===== src/rtl/pkt_buf_mem_arb_if.sv =====
// Client/memory/swap signal bundle for the packet-buffer arbiter.
// master = clients and memory model side, slave = arbiter side.
interface pkt_buf_mem_arb_if #(
    parameter int unsigned DWIDTH = 64,
    parameter int unsigned AWIDTH = 8
);
    logic              c0_wreq;
    logic [AWIDTH-1:0] c0_waddr;
    logic [DWIDTH-1:0] c0_wdata;
    logic              c0_wgnt;
    logic              c0_rreq;
    logic [AWIDTH-1:0] c0_raddr;
    logic              c0_rgnt;
    logic [DWIDTH-1:0] c0_rdata;
    logic              c0_rvld;

    logic              c1_wreq;
    logic [AWIDTH-1:0] c1_waddr;
    logic [DWIDTH-1:0] c1_wdata;
    logic              c1_wgnt;
    logic              c1_rreq;
    logic [AWIDTH-1:0] c1_raddr;
    logic              c1_rgnt;
    logic [DWIDTH-1:0] c1_rdata;
    logic              c1_rvld;

    logic              mem_en;
    logic              mem_we;
    logic [AWIDTH:0]   mem_addr;
    logic [DWIDTH-1:0] mem_wdata;
    logic [DWIDTH-1:0] mem_rdata;

    logic              swap_req;
    logic              swap_ack;
    logic              bank_sel;

    modport master (
        output c0_wreq, c0_waddr, c0_wdata, c0_rreq, c0_raddr,
        output c1_wreq, c1_waddr, c1_wdata, c1_rreq, c1_raddr,
        output mem_rdata, swap_req,
        input  c0_wgnt, c0_rgnt, c0_rdata, c0_rvld,
        input  c1_wgnt, c1_rgnt, c1_rdata, c1_rvld,
        input  mem_en, mem_we, mem_addr, mem_wdata, swap_ack, bank_sel
    );

    modport slave (
        input  c0_wreq, c0_waddr, c0_wdata, c0_rreq, c0_raddr,
        input  c1_wreq, c1_waddr, c1_wdata, c1_rreq, c1_raddr,
        input  mem_rdata, swap_req,
        output c0_wgnt, c0_rgnt, c0_rdata, c0_rvld,
        output c1_wgnt, c1_rgnt, c1_rdata, c1_rvld,
        output mem_en, mem_we, mem_addr, mem_wdata, swap_ack, bank_sel
    );
endinterface


===== src/rtl/pkt_buf_mem_arb.sv =====
// Round-robin arbiter sharing one single-port packet SRAM between two FIFO clients,
// with a three-cycle ping-pong window swap.
module pkt_buf_mem_arb #(
    parameter int unsigned DWIDTH = 64,
    parameter int unsigned AWIDTH = 8
) (
    input  logic                clk,
    input  logic                rst_n,
    pkt_buf_mem_arb_if.slave    bus
);
    localparam int unsigned NREQ = 4;
    localparam int unsigned PTRW = 2;

    typedef enum logic [1:0] {
        ST_ARB   = 2'd0,
        ST_DRAIN = 2'd1,
        ST_ACK   = 2'd2
    } state_e;

    state_e            state_q;
    logic [PTRW-1:0]   rr_ptr_q;
    logic [PTRW-1:0]   rr_ptr_d;
    logic              bank_sel_q;
    logic              rd_vld_q;
    logic              rd_tag_q;
    logic              swap_ack_q;

    logic [NREQ-1:0]   req;
    logic              arb_en;
    logic              gnt_vld;
    logic [PTRW-1:0]   gnt_idx;
    logic [PTRW-1:0]   scan_idx;
    logic              gnt_client;
    logic              gnt_write;
    logic [AWIDTH-1:0] gnt_addr;

    assign req    = {bus.c1_rreq, bus.c1_wreq, bus.c0_rreq, bus.c0_wreq};
    assign arb_en = rst_n && (state_q == ST_ARB) && !bus.swap_req;

    // First asserted request scanning upward from rr_ptr wins.
    always_comb begin
        gnt_vld  = 1'b0;
        gnt_idx  = '0;
        scan_idx = '0;
        for (int i = 0; i < int'(NREQ); i++) begin
            scan_idx = rr_ptr_q + PTRW'(i);
            if (!gnt_vld && req[scan_idx]) begin
                gnt_vld = 1'b1;
                gnt_idx = scan_idx;
            end
        end
        gnt_vld  = gnt_vld && arb_en;
        rr_ptr_d = gnt_vld ? PTRW'(gnt_idx + PTRW'(1)) : rr_ptr_q;
    end

    assign gnt_client = gnt_idx[1];
    assign gnt_write  = !gnt_idx[0];

    always_comb begin
        gnt_addr = '0;
        case (gnt_idx)
            2'd0:    gnt_addr = bus.c0_waddr;
            2'd1:    gnt_addr = bus.c0_raddr;
            2'd2:    gnt_addr = bus.c1_waddr;
            default: gnt_addr = bus.c1_raddr;
        endcase
    end

    assign bus.c0_wgnt = gnt_vld && (gnt_idx == 2'd0);
    assign bus.c0_rgnt = gnt_vld && (gnt_idx == 2'd1);
    assign bus.c1_wgnt = gnt_vld && (gnt_idx == 2'd2);
    assign bus.c1_rgnt = gnt_vld && (gnt_idx == 2'd3);

    // Window mapping: client index xor bank_sel picks the physical half.
    assign bus.mem_en    = gnt_vld;
    assign bus.mem_we    = gnt_vld && gnt_write;
    assign bus.mem_addr  = gnt_vld ? {gnt_client ^ bank_sel_q, gnt_addr} : '0;
    assign bus.mem_wdata = (gnt_vld && gnt_write) ? (gnt_client ? bus.c1_wdata : bus.c0_wdata) : '0;

    assign bus.c0_rvld  = rd_vld_q && !rd_tag_q;
    assign bus.c1_rvld  = rd_vld_q && rd_tag_q;
    assign bus.c0_rdata = bus.c0_rvld ? bus.mem_rdata : '0;
    assign bus.c1_rdata = bus.c1_rvld ? bus.mem_rdata : '0;
    assign bus.swap_ack = swap_ack_q;
    assign bus.bank_sel = bank_sel_q;

    always_ff @(posedge clk or negedge rst_n) begin
        if (!rst_n) begin
            state_q    <= ST_ARB;
            rr_ptr_q   <= '0;
            bank_sel_q <= 1'b0;
            rd_vld_q   <= 1'b0;
            rd_tag_q   <= 1'b0;
            swap_ack_q <= 1'b0;
        end else begin
            rr_ptr_q   <= rr_ptr_d;
            rd_vld_q   <= gnt_vld && !gnt_write;
            swap_ack_q <= 1'b0;
            if (gnt_vld) begin
                rd_tag_q <= gnt_client;
            end
            case (state_q)
                ST_ARB: begin
                    if (bus.swap_req) begin
                        state_q <= ST_DRAIN;
                    end
                end
                ST_DRAIN: begin
                    bank_sel_q <= !bank_sel_q;
                    swap_ack_q <= 1'b1;
                    state_q    <= ST_ACK;
                end
                ST_ACK:  state_q <= ST_ARB;
                default: state_q <= ST_ARB;
            endcase
        end
    end
endmodule


===== src/flat_wrapper.sv =====
// flat-port wrapper written by rule: the top's interface ports become plain ports
module pkt_buf_mem_arb_flat 
#(
    parameter int unsigned DWIDTH = 64,
    parameter int unsigned AWIDTH = 8
)
  (clk, rst_n, bus_c0_wreq, bus_c0_waddr, bus_c0_wdata, bus_c0_rreq, bus_c0_raddr, bus_c1_wreq, bus_c1_waddr, bus_c1_wdata, bus_c1_rreq, bus_c1_raddr, bus_mem_rdata, bus_swap_req, bus_c0_wgnt, bus_c0_rgnt, bus_c0_rdata, bus_c0_rvld, bus_c1_wgnt, bus_c1_rgnt, bus_c1_rdata, bus_c1_rvld, bus_mem_en, bus_mem_we, bus_mem_addr, bus_mem_wdata, bus_swap_ack, bus_bank_sel);
  pkt_buf_mem_arb_if #(.DWIDTH(DWIDTH), .AWIDTH(AWIDTH)) bus_i ();
  input  logic clk;
  input  logic rst_n;
  input wire logic [$bits(bus_i.c0_wreq)-1:0] bus_c0_wreq;
  input wire logic [$bits(bus_i.c0_waddr)-1:0] bus_c0_waddr;
  input wire logic [$bits(bus_i.c0_wdata)-1:0] bus_c0_wdata;
  input wire logic [$bits(bus_i.c0_rreq)-1:0] bus_c0_rreq;
  input wire logic [$bits(bus_i.c0_raddr)-1:0] bus_c0_raddr;
  input wire logic [$bits(bus_i.c1_wreq)-1:0] bus_c1_wreq;
  input wire logic [$bits(bus_i.c1_waddr)-1:0] bus_c1_waddr;
  input wire logic [$bits(bus_i.c1_wdata)-1:0] bus_c1_wdata;
  input wire logic [$bits(bus_i.c1_rreq)-1:0] bus_c1_rreq;
  input wire logic [$bits(bus_i.c1_raddr)-1:0] bus_c1_raddr;
  input wire logic [$bits(bus_i.mem_rdata)-1:0] bus_mem_rdata;
  input wire logic [$bits(bus_i.swap_req)-1:0] bus_swap_req;
  output wire logic [$bits(bus_i.c0_wgnt)-1:0] bus_c0_wgnt;
  output wire logic [$bits(bus_i.c0_rgnt)-1:0] bus_c0_rgnt;
  output wire logic [$bits(bus_i.c0_rdata)-1:0] bus_c0_rdata;
  output wire logic [$bits(bus_i.c0_rvld)-1:0] bus_c0_rvld;
  output wire logic [$bits(bus_i.c1_wgnt)-1:0] bus_c1_wgnt;
  output wire logic [$bits(bus_i.c1_rgnt)-1:0] bus_c1_rgnt;
  output wire logic [$bits(bus_i.c1_rdata)-1:0] bus_c1_rdata;
  output wire logic [$bits(bus_i.c1_rvld)-1:0] bus_c1_rvld;
  output wire logic [$bits(bus_i.mem_en)-1:0] bus_mem_en;
  output wire logic [$bits(bus_i.mem_we)-1:0] bus_mem_we;
  output wire logic [$bits(bus_i.mem_addr)-1:0] bus_mem_addr;
  output wire logic [$bits(bus_i.mem_wdata)-1:0] bus_mem_wdata;
  output wire logic [$bits(bus_i.swap_ack)-1:0] bus_swap_ack;
  output wire logic [$bits(bus_i.bank_sel)-1:0] bus_bank_sel;
  assign bus_i.c0_wreq = bus_c0_wreq;
  assign bus_i.c0_waddr = bus_c0_waddr;
  assign bus_i.c0_wdata = bus_c0_wdata;
  assign bus_i.c0_rreq = bus_c0_rreq;
  assign bus_i.c0_raddr = bus_c0_raddr;
  assign bus_i.c1_wreq = bus_c1_wreq;
  assign bus_i.c1_waddr = bus_c1_waddr;
  assign bus_i.c1_wdata = bus_c1_wdata;
  assign bus_i.c1_rreq = bus_c1_rreq;
  assign bus_i.c1_raddr = bus_c1_raddr;
  assign bus_i.mem_rdata = bus_mem_rdata;
  assign bus_i.swap_req = bus_swap_req;
  assign bus_c0_wgnt = bus_i.c0_wgnt;
  assign bus_c0_rgnt = bus_i.c0_rgnt;
  assign bus_c0_rdata = bus_i.c0_rdata;
  assign bus_c0_rvld = bus_i.c0_rvld;
  assign bus_c1_wgnt = bus_i.c1_wgnt;
  assign bus_c1_rgnt = bus_i.c1_rgnt;
  assign bus_c1_rdata = bus_i.c1_rdata;
  assign bus_c1_rvld = bus_i.c1_rvld;
  assign bus_mem_en = bus_i.mem_en;
  assign bus_mem_we = bus_i.mem_we;
  assign bus_mem_addr = bus_i.mem_addr;
  assign bus_mem_wdata = bus_i.mem_wdata;
  assign bus_swap_ack = bus_i.swap_ack;
  assign bus_bank_sel = bus_i.bank_sel;
  pkt_buf_mem_arb #(.DWIDTH(DWIDTH), .AWIDTH(AWIDTH)) u_core (.clk(clk), .rst_n(rst_n), .bus(bus_i));
endmodule

===== config.mk =====
export PLATFORM = sky130hd
export DESIGN_NAME = pkt_buf_mem_arb_flat
export DESIGN_NICKNAME = d
export VERILOG_FILES = /design/src/rtl/pkt_buf_mem_arb_if.sv /design/src/rtl/pkt_buf_mem_arb.sv /design/src/flat_wrapper.sv
export SDC_FILE = /design/constraint.sdc
export NUM_CORES = 1
export LEC_CHECK = 0
export ABC_AREA = 1
export CORE_AREA = 10 10 163 165
export CTS_BUF_LIST = sky130_fd_sc_hd__clkbuf_8 sky130_fd_sc_hd__clkbuf_16
export DETAILED_ROUTE_END_ITERATION = 8
export DIE_AREA = 0 0 173 175
export PLACE_DENSITY_LB_ADDON = 0.12
export SYNTH_ARGS = -nofsm -noshare
export SYNTH_HDL_FRONTEND = slang
export SYNTH_SLANG_ARGS = --single-unit

===== constraint.sdc =====
create_clock -name clk -period 3.05 [get_ports clk]
set_input_delay 0.61 -clock clk [delete_from_list [all_inputs] [get_ports clk]]
set_output_delay 0.61 -clock clk [all_outputs]
set_load 0.02 [all_outputs]

Word level (Yosys, flattened, before mapping) --
Index checks and enable logic that the tools add are counted. Widths: inputs -> output; s select.
Storage, ports and cells: bits in registers 8, bits of input ports 231, output and inout bits 211
Operators by class: add/subtract/negate cells 4, $lt $le $gt $ge 4, equal/unequal tests 5, muxes and demuxes 25, bitwise gates (word level) 1, reduce and logical (&&, ||, !) cells 23
Operators with widths (count):
- $mux 64 | 4
- $pmux 8 s3 | 1
- $logic_and 1x1->1 | 14
- $lt 2x3->1 const B | 4
- $mux 2 | 5
- $mux 1 | 9
- $mux 9 | 1
- $bmux 1 s2 | 4
- $logic_not 1->1 | 7
- $add 2x1->2 const B | 2
- $add 2x2->2 const B | 2
- $eq 2x1->1 const B | 2
- $eq 2x2->1 const B | 2
- $logic_not 2->1 | 2
- $pmux 2 s2 | 1
- $ne 2x2->1 const B | 1
- $xor 1x1->1 | 1

Logic depth before layout (Yosys ltp) --
word-level depth 15, gate-level depth with buffers 18, depth with buffers taken out 15

Least setup slack after synthesis --
OpenSTA, ideal clock, no wires.
path kind input to output, from input bus_c1_wreq, to output bus_mem_addr[0], arrival 2643 ps, required time 2440 ps, path slack -203 ps, stages 14, path buffers 2, cells stage by stage inv_1 nand2_1 nand3_1 nand2_1 nor2_4 nand3_2 buf_2 nand2_1 inv_1 ha_1 inv_1 clkbuf_1 nor2_1 nor3_1
Between the ends: longest elaborated chain between the ends 15, elaborated cells between the ends (all ways) 28, those cells by class 2 x eq/ne; 18 x mux; 8 x reduce/logical
RTL lines:
- start: declaration | RTL line flat_wrapper.sv:16 | input wire logic [$bits(bus_i.c1_wreq)-1:0] bus_c1_wreq;
- $bmux 1 s2 | RTL line pkt_buf_mem_arb.sv:47 | if (!gnt_vld && req[scan_idx]) begin
- $mux 1 (not written as such) | RTL line pkt_buf_mem_arb.sv:47
- $mux 1 | RTL line pkt_buf_mem_arb.sv:47
- $logic_not 1->1 | RTL line pkt_buf_mem_arb.sv:47
- $logic_and 1x1->1 | RTL line pkt_buf_mem_arb.sv:47
- $mux 1 | RTL line pkt_buf_mem_arb.sv:47
- $logic_not 1->1 | RTL line pkt_buf_mem_arb.sv:47
- $logic_and 1x1->1 | RTL line pkt_buf_mem_arb.sv:47
- $mux 1 | RTL line pkt_buf_mem_arb.sv:47
- $logic_not 1->1 | RTL line pkt_buf_mem_arb.sv:47
- $logic_and 1x1->1 | RTL line pkt_buf_mem_arb.sv:47
- $mux 2 (*) | RTL line pkt_buf_mem_arb.sv:47
- net u_core.gnt_idx[1] | RTL line pkt_buf_mem_arb.sv:31 | logic [PTRW-1:0] gnt_idx;
- $eq 2x2->1 (tied with other cells) | RTL line pkt_buf_mem_arb.sv:61 | case (gnt_idx)
- $pmux 8 s3 (*) | RTL line pkt_buf_mem_arb.sv:61
- $mux 9 (*) | RTL line pkt_buf_mem_arb.sv:77 | assign bus.mem_addr = gnt_vld ? {gnt_client ^ bank_sel_q, gnt_addr} : '0;
- end: declaration | RTL line flat_wrapper.sv:33 | output wire logic [$bits(bus_i.mem_addr)-1:0] bus_mem_addr;
Mark *: on every way through the listed nets, which the timed path passes. The rest lies on a longest branch. The select of a mux whose other input is x is not followed.

Worst setup path in the final report --
from input bus_c1_rreq, to output bus_mem_addr[4]
Between the ends: longest elaborated chain between the ends 15, elaborated cells between the ends (all ways) 28, those cells by class 2 x eq/ne; 18 x mux; 8 x reduce/logical
RTL lines:
- start: declaration | RTL line flat_wrapper.sv:19 | input wire logic [$bits(bus_i.c1_rreq)-1:0] bus_c1_rreq;
- $bmux 1 s2 | RTL line pkt_buf_mem_arb.sv:47
- $mux 1 (not written as such) | RTL line pkt_buf_mem_arb.sv:47
- $mux 1 | RTL line pkt_buf_mem_arb.sv:47
- $logic_not 1->1 | RTL line pkt_buf_mem_arb.sv:47
- $logic_and 1x1->1 | RTL line pkt_buf_mem_arb.sv:47
- $mux 1 | RTL line pkt_buf_mem_arb.sv:47
- $logic_not 1->1 | RTL line pkt_buf_mem_arb.sv:47
- $logic_and 1x1->1 | RTL line pkt_buf_mem_arb.sv:47
- $mux 1 | RTL line pkt_buf_mem_arb.sv:47
- $logic_not 1->1 | RTL line pkt_buf_mem_arb.sv:47
- $logic_and 1x1->1 | RTL line pkt_buf_mem_arb.sv:47
- $mux 2 | RTL line pkt_buf_mem_arb.sv:47
- $eq 2x2->1 (tied with other cells) | RTL line pkt_buf_mem_arb.sv:61
- $pmux 8 s3 | RTL line pkt_buf_mem_arb.sv:61
- $mux 9 (*) | RTL line pkt_buf_mem_arb.sv:77
Every way passes the cells marked *; elsewhere a longest branch is shown, timed or not. The select of a mux whose other input is x is not followed.

==> summary.json <==
{
  "logic_synthesis": {
    "synthesized_netlist_net_count": 947,
    "post_synth_and_or_nand_nor_area_fraction": 0.519,
    "ys_types": 25,
    "yosys-top-cells-count": "sky130_fd_sc_hd__nor2_1, sky130_fd_sc_hd__inv_1, sky130_fd_sc_hd__nand2_1",
    "yosysSeqAreaShare": 0.0612,
    "syn-cell-area_mm2": 0.00327,
    "synth.most_common_cell": "sky130_fd_sc_hd__nor2_1",
    "synth.area.mux_share": 0,
    "avgSynthCellArea_um2": 4.60,
    "synth_largest_area_cell": "sky130_fd_sc_hd__nor2_1",
    "postSynthRegisterBits": 8,
    "synth_xor_area_frac": 0.00268,
    "synth_fa_ha_area_frac": 0.0191,
    "synth_edf_count": 0,
    "ys.warnings.count": 0,
    "synthFlopType": "sky130_fd_sc_hd__dfrtp_1",
    "synth_async_sr_flop_share": 1.00,
    "post_synth_inst_count": 711,
    "synth-compound-area-share": 0.131,
    "synthDominantCellAreaShare": 0.245,
    "largest_family_of_logic_cells_by_synthesized_area": "simple AND/OR/NAND/NOR gates",
    "post_synth_main_area_contributors": "sky130_fd_sc_hd__nor2_1, sky130_fd_sc_hd__inv_1, sky130_fd_sc_hd__nand2_1"
  },
  "floorplan": {
    "die_x_um": 173,
    "core.rowCount": 56,
    "die_h_um": 175,
    "fp.coreArea_mm2": 0.0233,
    "floorplan.die_area_mm2": 0.0303,
    "design.portCount": 442,
    "initial_utilization": 0.141
  },
  "drt": {
    "vias_per_cell": 3.99,
    "detail_route.iter0.violations": 230,
    "totalWireLength_um": 27900,
    "met2_length_um": 15600,
    "drc_errors": 0,
    "via_count_of_the_routed_design": 5980,
    "topRoutingLayerUsed": "met5",
    "wl_per_cell_um": 18.7,
    "detail_route.wirelength.met1_um": 9970,
    "met3_length_um": 2150,
    "drtPass1Iterations": 4,
    "routed_antenna_nets": 0
  },
  "layout": {
    "area.growth.synth_to_final_pct": 180,
    "post_route_cells_drive_above_1_share": 0.216,
    "nNetsFinal": 1413,
    "instances_no_fill": 1497
  },
  "worst_setup_path": {
    "critPathCaptureType": "output port",
    "critical_path.max_fanout": 5,
    "slowest_delay_ns": 0.23,
    "timing.critical_path.mode_cell": "sky130_fd_sc_hd__nand3_4",
    "crit_path_cell_trace": "clkdlybuf4s15_2, inv_1, nand2_2, nand3_4, nand2_4, nor2_4, buf_6, nand3_4, nand3_4, inv_4, buf_6, ha_4, buf_12, a221oi_4, nor3_2, buf_4",
    "critPathArrivalTime_ns": 2.56,
    "start_kind": "input port",
    "critPathSlowestCell": "sky130_fd_sc_hd__a221oi_4",
    "setup.worst_path.class": "input port to output port",
    "worst_ep_required_time_ns": 2.44
  },
  "clocking": {
    "cts_max_path_buffers": 2,
    "cts_htree_levels": 1,
    "tritoncts.num_buffers": 3,
    "path_clk_slew_ns": 0.04,
    "insertion_delay_ns": 0.23,
    "clock_sink_count": 8,
    "tritoncts": "done",
    "clk_root_buffer_cell": "sky130_fd_sc_hd__clkbuf_16",
    "hold_buffers": 0
  },
  "power": {
    "fin_total_pwr_w": 0.00735,
    "powerDensity_mw_per_mm2": 802,
    "power.static_leakage_nw": 4.33,
    "ir_worst_vdd_v": 0.000467
  },
  "timing": {
    "min_period_over_period": 1.04,
    "max_slew_margin": 0.781,
    "drv_slew": 0,
    "finClkSkew_ns": 0.00227,
    "fmax_mhz": 315,
    "finalWorstPathRequiredPeriod_ns": 3.17,
    "rsz0062_at_grt": "yes",
    "max_slew.worst_pin.slew_ns": 0.327,
    "hold_violations": 0,
    "timing.final.ws_setup_ns": -0.120,
    "timing.final.setup_violations": 34
  },
  "status": {
    "violations": "negative setup slack",
    "outcome": "complete, but fails checks"
  },
  "place": {
    "dp_hpwl_um": 22600,
    "place_congestion": 0.859,
    "io_buffers": 441,
    "number_of_placed_cells_counting_well_taps": 1451
  },
  "grt": {
    "wire_length_of_the_first_global_routing_pass_um": 38600,
    "grt_usage": 0.164,
    "number_of_antenna_violations_at_the_first_check_in_global_routing": 5,
    "grt_remaining_overflow": 0,
    "grt_max_degree": 56,
    "grt_pass1_vias": 5834
  },
  "min_path": {
    "worst_hold_path_type": "register to register"
  },
  "run": {
    "max-cap-violations": 0
  }
}
==> metrics by stage <==
stage / worst slack [ns] / util / hold slack (ns) / area, um^2 / setup TNS, ns
after CTS: -0.0443 / 0.380 / 0.464 / 8840 / -0.291
after global routing: -0.220 / 0.394 / 0.505 / 9170 / -9.00
after detailed placement: -0.942 / 0.354 / 0.459 / 8240 / -46.63
after global placement: -0.901 / 0.354 / 0.462 / 8240 / -46.28
after floorplan: -0.00477 / - / 0.314 / 3310 / -0.00477
final: -0.120 / 0.394 / 0.461 / 9170 / -1.75
==> worst max-delay path: cells and delay by family <==
family / cells / cell delay, ns
AO/OA/AOI/OAI: 1 / 0.23
AND/OR/NAND/NOR: 7 / 0.68
buffers and inverters: 7 / 0.86
adder cells (fa/ha/maj): 1 / 0.16
==> what timing repair did <==
item | CTS | global route
pin swaps | 31 | 26
setup buffers | 21 | 9
setup endpoints to repair | 79 | 79
resized for setup | 349 | 156
gates cloned | 4 | 6
==> report_power, final <==
group,switching (W),internal (W)
Sequential,0.0000577,0.000143
Combinational,0.00362,0.00332
Clock,0.0000480,0.000169
Total,0.00372,0.00363
==> cells by family (layout without fill, tap and decap cells) <==
kind of cell	after synthesis	after routing
compound gates	79	79
other cells	0	3
buf+inv	204	668
simple gates	414	414
xor+xnor	1	1
flops	8	8
fa+ha+maj	5	5
==> registers in the layout (all words and copies together) (netlist names) <==
register	cells
u_core.state_q	2
u_core.rd_tag_q	1
u_core.rd_vld_q	1
u_core.bus.bank_sel	1
u_core.bus.swap_ack	1
u_core.rr_ptr_q	2
==> worst paths after layout <==
kind | slack (ns) | start | to | cells past startpoint
worst max-delay path | -0.12 | bus_c1_rreq | bus_mem_addr[4] | 16
worst min-delay path | 0.46 | u_core.state_q[0] | u_core.state_q[0] | 1
worst max register to register | 0.94 | u_core.rr_ptr_q[0] | u_core.rr_ptr_q[1] | 14
worst min register to register | 0.46 | u_core.state_q[0] | u_core.state_q[0] | 1
max in group asynchronous | 2.20 | rst_n | u_core.rr_ptr_q[1] | 2
min in group asynchronous | 0.71 | rst_n | u_core.state_q[0] | 2
==> cells in the final DEF (no fill, tap or decap), types with 4 or more instances in the layout <==
| cell type | instances |
|---|---|
| sky130_fd_sc_hd__inv_1 | 141 |
| sky130_fd_sc_hd__ha_4 | 4 |
| sky130_fd_sc_hd__a221oi_4 | 7 |
| sky130_fd_sc_hd__buf_4 | 87 |
| sky130_fd_sc_hd__nor2_2 | 21 |
| sky130_fd_sc_hd__nor2_1 | 191 |
| sky130_fd_sc_hd__a21oi_1 | 66 |
| sky130_fd_sc_hd__nor3_2 | 8 |
| sky130_fd_sc_hd__nand3_1 | 66 |
| sky130_fd_sc_hd__clkdlybuf4s50_1 | 358 |
| sky130_fd_sc_hd__nand2_1 | 86 |
| sky130_fd_sc_hd__clkbuf_16 | 8 |
| sky130_fd_sc_hd__nand2_2 | 22 |
| sky130_fd_sc_hd__buf_12 | 18 |
| sky130_fd_sc_hd__buf_2 | 4 |
| sky130_fd_sc_hd__dfrtp_1 | 6 |
| sky130_fd_sc_hd__nand3_4 | 5 |
| sky130_fd_sc_hd__nand2_4 | 7 |
| sky130_fd_sc_hd__buf_6 | 33 |
| sky130_fd_sc_hd__inv_2 | 6 |
| sky130_fd_sc_hd__nand3_2 | 5 |
==> cell type report <==
class	count	area, um^2
clock buffers	3	75.1
well taps	319	399
flip-flops and latches	8	203
repair buffers	515	5260
multi-input cells	499	2650
diodes	3	7.51
inverters	150	573
fillers	2574	14100
==> per-layer routing <==
| layer | up-vias | track usage |
|---|---|---|
| met1 | 2654 | 0.163 |
| met2 | 250 | 0.328 |
| met4 | 4 | 0.0273 |
| li1 | 3056 | - |
| met3 | 16 | 0.0489 |
| met5 | - | 0 |
No activity file was read; power rests on OpenSTA's default activity.
==> edit 1, RTL diff (same flow settings) <==
Change the localparam `PTRW` from 2 to 3.
--- a/src/rtl/pkt_buf_mem_arb.sv
+++ b/src/rtl/pkt_buf_mem_arb.sv
@@ -10,5 +10,5 @@
 );
     localparam int unsigned NREQ = 4;
-    localparam int unsigned PTRW = 2;
+    localparam int unsigned PTRW = 3;
 
     typedef enum logic [1:0] {
Formal check against the unedited RTL: not equivalent (a bounded check fails within 4 cycles, from zero or initial values and one cycle with rst_n low).
==> edit 1 against the unedited design <==
The run still ends with setup timing left. Combinational power grew 12%. Final area shrank 7.4%. Worst setup slack lost 160 ps. Fmax shrank 4.9%. Total power grew 12%. Die area is the same. Largest power group unchanged. Clock power grew 4%. Critical path depth grew 1. Synthesized cell count shrank 15%. Wire length shrank 7.9%. Worst hold slack lost 3.5 ps. Clock skew shrank 1.8 ps. Synthesized area shrank 6.9%. Sequential cell count grew 1.
==> edit 1: results (changes against the unedited design) <==
Routing
  • 1st-pass router iterations: 6 (+2)
  • Vias/cell: 3.86 (-3.2%)
  • Routed len/inst: 18.5 µm (-0.93%)

GRT
  • First-pass GRT wire length: 37.5 mm (-2.7%)
  • Antenna violations before repair: 1 (-4)
  • Largest net degree at the start of global routing: 65 (+16%)

Worst setup path
  • Crit path launch: bus_c1_wreq
  • R2r endpoint: u_core.rr_ptr_q[2]
  • R2r worst-path depth: 15 (+1)
  • CP Max Fanout: 8 (+3)

Synth
  • Top cells by count, synth: 287 x nor2_1, 76 x inv_1, 46 x o21ai_0, 32 x nand2_1, 24 x nand4_1
  • Average size of a mapped cell: 5.01 µm² (+9.0%)
  • Post-synthesis adder-cell area fraction: 0.0288 (+0.00965)
  • Synth Area in XOR/XNOR: 0.0144 (+0.0117)
  • Ranking of synthesized cells by area: nor2_1 35%, inv_1 9.4%, o21ai_0 7.6%
  • Cell variety after synth: 31 (+24%)
  • Register area share after synthesis: 0.0740 (+0.0128)
  • Synth Area in Compound Gates: 0.138 (+0.00689)
  • Mapped Nets: 845 (-11%)

Pwr
  • Internal: 3870 µW (+6.7%)

Final layout
  • Biggest regs: u_core.rr_ptr_q (3), u_core.state_q (2)
  • Final std cells w/o fill: 1,391 (-7.1%)
  • Share of cells above drive strength 1: 0.216 (+0.000248)

Status
  • Violated checks: setup timing
  • Outcome: finished with violations

Timing
  • Worst setup margin: -281 ps (-162 ps)
  • Setup violators final: 44 (+29%)
  • Hold Worst Slack: 457 ps (-3.54 ps)

Placed design
  • DPL Wire Length: 21.1 mm (-6.6%)
  • Placed cell area: 8070 µm² (-2.1%)
  • Routability Congestion: 0.837 (-2.5%)
## edit 1: cell count changes after synthesis, moves of 13 or more
| cell | delta |
|---|---|
| nand2_1 | -80 |
| a21oi_1 | -66 |
| buf_2 | -16 |
| o21ai_1 | +13 |
| inv_1 | -70 |
| o21ai_0 | +43 |
| nor2_1 | +74 |
| nand4_1 | +24 |
| nand3_1 | -57 |
## edit 1: layout make-up
class | instances | area, µm²
Timing Repair Buffer | 506 | 5010
Inverter | 84 | 335
Multi-Input combinational cell | 469 | 2450
Sequential cell | 9 | 226
Clock inverter | 1 | 3.75
Tap cell | 319 | 399
Fill cell | 2545 | 14800
Clock buffer | 3 | 75.1
## edit 1: critical path: stages
cell and delay, ps:
dlygate4sd2_1 250, inv_2 60, nand2_2 60, nand3_2 100, nand2_4 80, nor3_4 210
nand2_2 90, nand3_2 90, nand2_4 70, buf_12 130, ha_4 170, buf_6 110
o211ai_4 240, nand3b_1 150, nand2_2 120, nor2_4 30, buf_6 130
## edit 1: logic make-up after synthesis
family | count (synthesis)
adder cells (fa/ha/maj) | 7
AO/OA/AOI/OAI | 72
buffers and inverters | 129
AND/OR/NAND/NOR | 385
flip-flops | 9
XOR/XNOR | 5
## edit 1: power groups by stage
stage	registers, µW	logic, µW	clock network [µW]
finish	211	7770	226
global route	219	8460	237
CTS	214	7640	231
detailed placement	211	6260	0
global placement	212	6270	0
floorplan	201	4170	0
## edit 1: what timing repair did
action                     in CTS  in global routing
gates resized for setup       347                 75
cloned                          8                  0
pin swaps                      30                 21
buffers inserted                5                  5
hold buffers                    0                  0
setup endpoints to repair      79                 79
## edit 1: routing by layer
metal | global-route usage | wire length [µm]
met1 | 0.166 | 9650
met2 | 0.301 | 13500
met3 | 0.0573 | 2190
met4 | 0.0269 | 384
met5 | 0 | 13
## edit 1: worst max path at each step
| stage | cells after the start | slack (ps) | endpoint |
|---|---|---|---|
| floorplan | 17 | -90 | bus_mem_addr[0] |
| global placement | 17 | -920 | bus_mem_addr[0] |
| detailed placement | 16 | -950 | bus_mem_addr[7] |
| CTS | 18 | -310 | bus_mem_addr[1] |
| global route | 18 | -400 | bus_mem_addr[7] |
| finish | 17 | -280 | bus_mem_addr[7] |
## edit 1: through the flow
step	worst slack, ps	setup TNS [ps]	power [µW]
floorplan	-91.9	-676	4370
global placement	-917	-57730	6490
detailed placement	-945	-58760	6470
CTS	-313	-9130	8090
global route	-399	-15060	8920
finish	-281	-4570	8210
==> edit 2, RTL diff (same settings) <==
Without the edit above. The 3 states of `state_e` get a one-hot encoding in 3 bits.
--- a/src/rtl/pkt_buf_mem_arb.sv
+++ b/src/rtl/pkt_buf_mem_arb.sv
@@ -12,8 +12,8 @@
     localparam int unsigned PTRW = 2;
 
-    typedef enum logic [1:0] {
-        ST_ARB   = 2'd0,
-        ST_DRAIN = 2'd1,
-        ST_ACK   = 2'd2
+    typedef enum logic [2:0] {
+        ST_ARB   = 3'b001,
+        ST_DRAIN = 3'b010,
+        ST_ACK   = 3'b100
     } state_e;
 
Behaviour: same outputs for any inputs over 10 cycles, from zero or initial values and one cycle with rst_n low; not proved beyond that.
==> edit 2 against the unedited design <==
The run still ends with setup timing left. Sequential power increased by 11%. Count of clock-buffer cells in the layout unchanged. Total power decreased by 15%. Combinational power decreased by 16%. Synthesized area decreased by 2.4%. Wire length decreased by 7.6%. Worst setup slack improved by 50 ps. Sequential cell count increased by 1. Final area decreased by 6.2%. Largest power group unchanged.
==> edit 2: results (changes against the unedited design) <==
Status
  • Outcome: finished with violations
  • Violated checks: setup timing

Routing
  • Initial DRC Count: 250 (+8.7%)
  • Total wire length: 25.8 mm (-7.6%)
  • Vias/cell: 3.89 (-2.6%)

Placed design
  • Worst slack at placement: -1030 ps (-86.2 ps)
  • Placed cell area: 8170 µm² (-0.80%)
  • Routability Congestion: 0.821 (-4.5%)
  • DPL Wire Length: 22.1 mm (-2.2%)

Timing
  • Final Skew: 2.96 ps (+0.684 ps)
  • Slew margin rel.: 0.699 (-0.0819)
  • Worst setup margin: -69.9 ps (+49.7 ps)
  • Final setup TNS: -580 ps (+1170 ps)
  • Setup violators final: 20 (-41%)

Min path
  • Hold Path Origin: u_core.state_q[2]

Final layout
  • Share of cells above drive strength 1: 0.186 (-0.0306)
  • Biggest regs: u_core.state_q (3), u_core.rr_ptr_q (2)

GRT
  • First-pass GRT wire length: 37.4 mm (-2.9%)
  • All-Layer GR Usage: 0.157 (-0.00650)
  • Vias in the first global route: 5,772 (-1.1%)
  • Antenna violations before repair: 6 (+1)

Worst setup path
  • Slowest stage cell, crit path: dfrtp_2
  • Crit path max-delay family: simple AND/OR/NAND/NOR gates
  • CP arrival: 2510 ps (-50 ps)
  • CP Max Fanout: 8 (+3)
  • Crit path launch: u_core.rr_ptr_q[0]

Synth
  • Ranking of synthesized cells by area: nor2_1 28%, nand2_1 17%, inv_1 13%
  • Register area share after synthesis: 0.0710 (+0.00978)
  • Mapped Nets: 908 (-4.1%)
  • Synthesized instance count: 672 (-5.5%)

Pwr
  • LEAKAGE: 0.00399 µW (-7.7%)
  • Maximum VDD drop: 0.404 mV (-13%)
==> edit 2: cells by family (layout without fill, tap and decap cells) <==
family,count (synthesis),after routing,synth area share
and+or+nand+nor,446,446,0.590
buffers and inverters,163,617,0.233
AOI/OAI and AO/OA,48,48,0.0836
DFF,9,9,0.0710
adders and majority gates,5,5,0.0196
xor gates and xnor gates,1,1,0.00275
other,0,3,0
==> edit 2: timing repair <==
action,in CTS,in global routing
pin swaps,31,14
gates resized for setup,264,133
setup endpoints to repair,79,77
setup buffers,3,5
gates cloned,2,2
==> edit 2: area by class of cell <==
class	instances	area (µm²)
Fill cell	2584	14700
Timing Repair Buffer	498	4920
Multi-Input combinational cell	500	2530
Inverter	115	437
Tap cell	319	399
Sequential cell	9	228
Clock buffer	3	75.1
Antenna cell	3	7.51
Clock inverter	1	5.00
==> edit 2: power breakdown <==
part / total (µW) / leakage [µW] / switching [µW] / internal [µW]
clock network: 228 / 0.0000409 / 55.0 / 173
registers: 223 / 0.000111 / 51.1 / 172
logic: 5800 / 0.00384 / 3180 / 2620
==> edit 2: final timing paths <==
check	end	slack [ps]	cells past startpoint
worst max-delay path	bus_mem_addr[1]	-70	14
worst min-delay path	u_core.state_q[2]	460	1
worst max register to register	u_core.rr_ptr_q[1]	1010	12
worst min register to register	u_core.state_q[2]	460	1
max in group asynchronous	u_core.state_q[0]	2150	2
min in group asynchronous	u_core.bus.swap_ack	690	2
==> edit 2: layer usage <==
metal  track usage  vias to the layer above  wire [µm]
li1              -                     2898          -
met1         0.149                     2449       8890
met2         0.323                      267      14400
met3        0.0515                       18       2210
met4        0.0230                        2        263
met5             0                        -         13
